**src/rtl/mem_port_arbiter.sv**
```systemverilog
// Two-requester (IF / DM) round-robin arbiter for a single stb/ack memory port.
// Optional watchdog abort of hung transactions is enabled with `define ARB_TIMEOUT_EN.
module mem_port_arbiter #(
  parameter int ADDR_W         = 32,
  parameter int DATA_W         = 32,
  parameter int TIMEOUT_CYCLES = 16
) (
  input  logic                clk,
  input  logic                rst,
  input  logic                i_if_stb,
  input  logic [ADDR_W-1:0]   i_if_addr,
  output logic                o_if_ack,
  output logic [DATA_W-1:0]   o_if_data,
  output logic                o_if_err,
  input  logic                i_dm_stb,
  input  logic [ADDR_W-1:0]   i_dm_addr,
  input  logic                i_dm_we,
  input  logic [DATA_W-1:0]   i_dm_wdata,
  input  logic [DATA_W/8-1:0] i_dm_sel,
  output logic                o_dm_ack,
  output logic [DATA_W-1:0]   o_dm_data,
  output logic                o_dm_err,
  output logic                o_mem_stb,
  output logic [ADDR_W-1:0]   o_mem_addr,
  output logic                o_mem_we,
  output logic [DATA_W-1:0]   o_mem_wdata,
  output logic [DATA_W/8-1:0] o_mem_sel,
  input  logic                i_mem_ack,
  input  logic [DATA_W-1:0]   i_mem_data
);

  typedef enum logic [1:0] {S_IDLE, S_BUSY, S_RESP} state_t;
  typedef enum logic {OWN_IF, OWN_DM} owner_t;

  state_t state;
  owner_t owner;
  owner_t last_grant;

  logic              grant_dm;
  logic              timeout_hit;
  logic              done;
  logic [DATA_W-1:0] resp_data;

`ifdef ARB_TIMEOUT_EN
  localparam logic [7:0] WAIT_LIMIT = 8'(TIMEOUT_CYCLES - 1);
  logic [7:0] wait_cnt;

  assign timeout_hit = (wait_cnt == WAIT_LIMIT) && !i_mem_ack;
`else
  assign timeout_hit = 1'b0;
`endif

  // DM wins when alone, or when both request and IF was granted last.
  always_comb begin
    grant_dm = 1'b0;
    if (i_dm_stb && (!i_if_stb || last_grant == OWN_IF))
      grant_dm = 1'b1;
  end

  assign done      = i_mem_ack || timeout_hit;
  assign resp_data = (timeout_hit || o_mem_we) ? '0 : i_mem_data;

  always_ff @(posedge clk) begin
    if (rst) begin
      state       <= S_IDLE;
      owner       <= OWN_IF;
      last_grant  <= OWN_DM;
      o_if_ack    <= 1'b0;
      o_if_data   <= '0;
      o_if_err    <= 1'b0;
      o_dm_ack    <= 1'b0;
      o_dm_data   <= '0;
      o_dm_err    <= 1'b0;
      o_mem_stb   <= 1'b0;
      o_mem_addr  <= '0;
      o_mem_we    <= 1'b0;
      o_mem_wdata <= '0;
      o_mem_sel   <= '0;
`ifdef ARB_TIMEOUT_EN
      wait_cnt    <= '0;
`endif
    end else begin
      unique case (state)
        S_IDLE: begin
          if (i_if_stb || i_dm_stb) begin
            o_mem_stb <= 1'b1;
            state     <= S_BUSY;
`ifdef ARB_TIMEOUT_EN
            wait_cnt  <= '0;
`endif
            if (grant_dm) begin
              owner       <= OWN_DM;
              last_grant  <= OWN_DM;
              o_mem_addr  <= i_dm_addr;
              o_mem_we    <= i_dm_we;
              o_mem_wdata <= i_dm_wdata;
              o_mem_sel   <= i_dm_sel;
            end else begin
              owner       <= OWN_IF;
              last_grant  <= OWN_IF;
              o_mem_addr  <= i_if_addr;
              o_mem_we    <= 1'b0;
              o_mem_wdata <= '0;
              o_mem_sel   <= '1;
            end
          end
        end
        S_BUSY: begin
          if (done) begin
            o_mem_stb   <= 1'b0;
            o_mem_addr  <= '0;
            o_mem_we    <= 1'b0;
            o_mem_wdata <= '0;
            o_mem_sel   <= '0;
            state       <= S_RESP;
            if (owner == OWN_DM) begin
              o_dm_ack  <= 1'b1;
              o_dm_data <= resp_data;
              o_dm_err  <= timeout_hit;
            end else begin
              o_if_ack  <= 1'b1;
              o_if_data <= resp_data;
              o_if_err  <= timeout_hit;
            end
          end
`ifdef ARB_TIMEOUT_EN
          else begin
            wait_cnt <= wait_cnt + 8'd1;
          end
`endif
        end
        S_RESP: begin
          o_if_ack  <= 1'b0;
          o_if_data <= '0;
          o_if_err  <= 1'b0;
          o_dm_ack  <= 1'b0;
          o_dm_data <= '0;
          o_dm_err  <= 1'b0;
          state     <= S_IDLE;
        end
        default: state <= S_IDLE;
      endcase
    end
  end

endmodule

```
**config.mk**
```make
export PLATFORM = sky130hd
export DESIGN_NAME = mem_port_arbiter
export DESIGN_NICKNAME = d
export VERILOG_FILES = /design/src/rtl/mem_port_arbiter.sv
export SDC_FILE = /design/constraint.sdc
export NUM_CORES = 1
export LEC_CHECK = 0
export ABC_AREA = 1
export CORE_UTILIZATION = 42
export CTS_CLUSTER_DIAMETER = 100
export CTS_CLUSTER_SIZE = 8
export DETAILED_ROUTE_END_ITERATION = 6
export PLACE_DENSITY = 0.81
export SYNTH_ARGS = -nofsm -noshare
export SYNTH_HDL_FRONTEND = slang
export SYNTH_SLANG_ARGS = --single-unit
```
**constraint.sdc**
```tcl
create_clock -name clk -period 1.4 [get_ports clk]
set_input_delay 0.14 -clock clk [delete_from_list [all_inputs] [get_ports clk]]
set_output_delay 0.14 -clock clk [all_outputs]
set_load 0.02 [all_outputs]
```
==> impl_metrics.tcl <==
set metrics [dict create \
    period_share 0.901 \
    grt_pass1_vias 6425 \
    synth.distinct_cells 16 \
    cts_tree "built" \
    rows 43 \
    dp_hpwl_um 14000 \
    clkPwrFrac 0.391 \
    maxCapViolations 0 \
    dpl_cell_area_um2 9210 \
    die_y_um 122 \
    combPwrFrac 0.209 \
    synth_top_family_by_area "simple AND/OR/NAND/NOR gates" \
    power_density_nw_per_um2 1130 \
    start_kind "flip-flop" \
    fin_crit_ps 1260 \
    dr_total_vias 6857 \
    crit_fanout 33 \
    fmax_ghz 0.793 \
    endpoint_kind "flip-flop" \
    clkLatencyLatePin_ps 410 \
    use_met3 0.0908 \
    grt_first_pass_wirelength_um 31200 \
    use_met2 0.464 \
    intPower_mw 7.83 \
    core_um2 14000 \
    fin_skew_ps 3.72 \
    synth_area_um2 6070 \
    dp_slack_ps -99.4 \
    placedCellCount 1272 \
    synthMuxAreaShare 0 \
    clkSinkCount 140 \
    stdcell_area_um2 9600 \
    synth-xor-area-share 0 \
    worstPathRequired_ps 1730 \
    hold_violations 0 \
    numCtsBuffers 17 \
    setup_slack_ps 139 \
    antenna_found_initial 0 \
    finalSetupViolCount 0 \
    synth_top_area_share 0.462 \
    rr_worst_depth 7 \
    die-area_um2 14900 \
    synthCells 863 \
    drtPass1Iterations 5 \
    drt_drc_violations_left 0 \
    cts_root_buffer "clkbuf_16" \
    cp.arrival_ps 1600 \
    crit_path_end "o_if_data[13]" \
    nets 1249 \
    portBuffers 273 \
    synth_edf_count 0 \
    power_leakage_nw 4.45 \
    hold_buffers 0 \
    netSwitchingFraction 0.275 \
    area_growth_pct 58.2 \
    ys_ff_latch 140 \
    vias_per_cell 5.26 \
    stdcell_count 1303 \
    yosysMostFrequentCell "nand3_1" \
    synthAdderAreaFrac 0 \
    ys.flop_type "dfxtp_1" \
    yosysSeqAreaShare 0.462 \
    grt.met1_usage 0.300 \
    diodes 0 \
    regToRegStartpoint "state[1]" \
    worst_r2r_endpoint "o_if_data[13]" \
    die_x_um 122 \
    cp-startpoint "state[1]" \
    p_sw_mw 2.97 \
    synth-simple-area-share 0.319 \
    htree_levels 4 \
    status "finished, final reports clean" \
    synthArstFlopShare 0 \
    grt_usage 0.267 \
    path_clk_slew_ps 60 \
    grt_most_used_layer "met2" \
    synth_commonest_cells "199 x nand3_1, 148 x nand2_1, 140 x dfxtp_1, 136 x a21oi_1, 73 x inv_1" \
    drive_gt1_frac 0.0686 \
    ir_drop_v 0.000889 \
    drt_iter0_markers 551 \
    start_util 0.434 \
    slew_viol_final 0 \
    gp_congestion 0.790 \
    pwr-share-seq 0.400 \
    synth.top_cells.by_area "dfxtp_1 46%, nand3_1 16%, a21oi_1 11%" \
    synth_compound_area_frac 0.116 \
    grt_max_degree 67 \
    crit_type "flip-flop to flip-flop" \
    gr-total-overflow 0 \
    wl_um 20000 \
    wire_per_inst_um 15.4 \
    hp-class "primary input to flip-flop" \
    utilization 0.686 \
    ioPinCount 276 \
    rsz0062_at_grt "false" \
    clockBufferDepth 2 \
    yosysTopAreaCell "dfxtp_1" \
    drtAntennaViolNets 0 \
    r2r_slack_ps 140 \
    syn_avg_cell_area_um2 7.03 \
    fillCellCount 1216 \
    yosys_warnings 0 \
]
[cell families (layout without fill, tap and decap cells)]
logic type / after synthesis / after routing
buffers and inverters: 156 / 415
AOI/OAI and AO/OA: 140 / 140
and+or+nand+nor: 426 / 426
DFF: 140 / 140
other: 1 / 2
[timing repair]
action                     in CTS  in global routing
pin swaps                       0                  0
resized for setup             136                  2
setup endpoints to repair     136                 61
buffers inserted                0                  0
[worst min path at each step]
| stage | from | to | slack [ps] | depth (start not counted) |
|---|---|---|---|---|
| 2_1_floorplan | i_dm_wdata[0] | o_mem_wdata[0] | 310 | 2 |
| 3_3_place_gp | o_mem_stb | o_mem_stb | 450 | 2 |
| 3_5_place_dp | o_dm_ack | o_dm_ack | 450 | 2 |
| 4_1_cts | rst | state[1] | 120 | 2 |
| 5_1_grt | rst | o_dm_data[17] | 150 | 2 |
| 6_report | rst | state[1] | 140 | 2 |
[layer usage]
layer  wire (µm)  vias up
met4         532        0
li1            -     3368
met3        1800       39
met5           0        -
met1        7740     3136
met2        9960      314
[power groups by stage]
stage	Sequential, mW	Clock [mW]	Combinational (mW)
floorplan	4.65	0	0.906
global route	4.34	4.48	2.45
CTS	4.32	4.30	2.26
global placement	4.40	0	2.38
finish	4.32	4.22	2.26
detailed placement	4.41	0	2.39
[worst max-delay path: stages (launching register included)]
cell	delay, ps
dfxtp_1	350
inv_2	80
nand2_2	130
inv_1	70
nand2_1	100
buf_12	200
nand3_1	100
a21oi_1	150
[cells in the final DEF, fill, tap and decap left out, types with 2 or more instances in the layout]
cell,instances
nand4_1,32
buf_4,18
conb_1,2
clkbuf_1,4
dlygate4sd2_1,136
inv_2,2
nor2_1,41
clkbuf_16,17
nand2_2,3
nor2_2,5
nand3_1,198
clkinv_2,3
nand2_1,145
dfxtp_1,139
clkbuf_8,4
o21ai_1,4
buf_12,19
clkdlybuf4s50_1,135
inv_1,73
a21oi_1,136
[registers in the layout, indices dropped and copies added (netlist names), 2 cells and up]
signal       cells
o_mem_sel        4
state            2
o_dm_data       32
o_if_data       32
o_mem_addr      32
o_mem_wdata     32
[cell type report]
type / instances / area (µm²) / share of cell area
inverters: 75 / 282 / 0.0293
clock buffers: 25 / 495 / 0.0516
well taps: 180 / 225 / 0.0235
multi-input cells: 568 / 2670 / 0.278
flip-flops and latches: 140 / 2800 / 0.292
clock inverters: 6 / 61.3 / 0.00639
repair buffers: 309 / 3060 / 0.319
[metrics by stage]
step                TNS, ps  power [mW]  hold slack (ps)
floorplan                 0        5.56              312
global route              0        11.3              150
global placement       -274        6.78              447
CTS                       0        10.9              121
finish                    0        10.8              137
detailed placement    -2240        6.80              454
(Power assumes the default switching activity.)
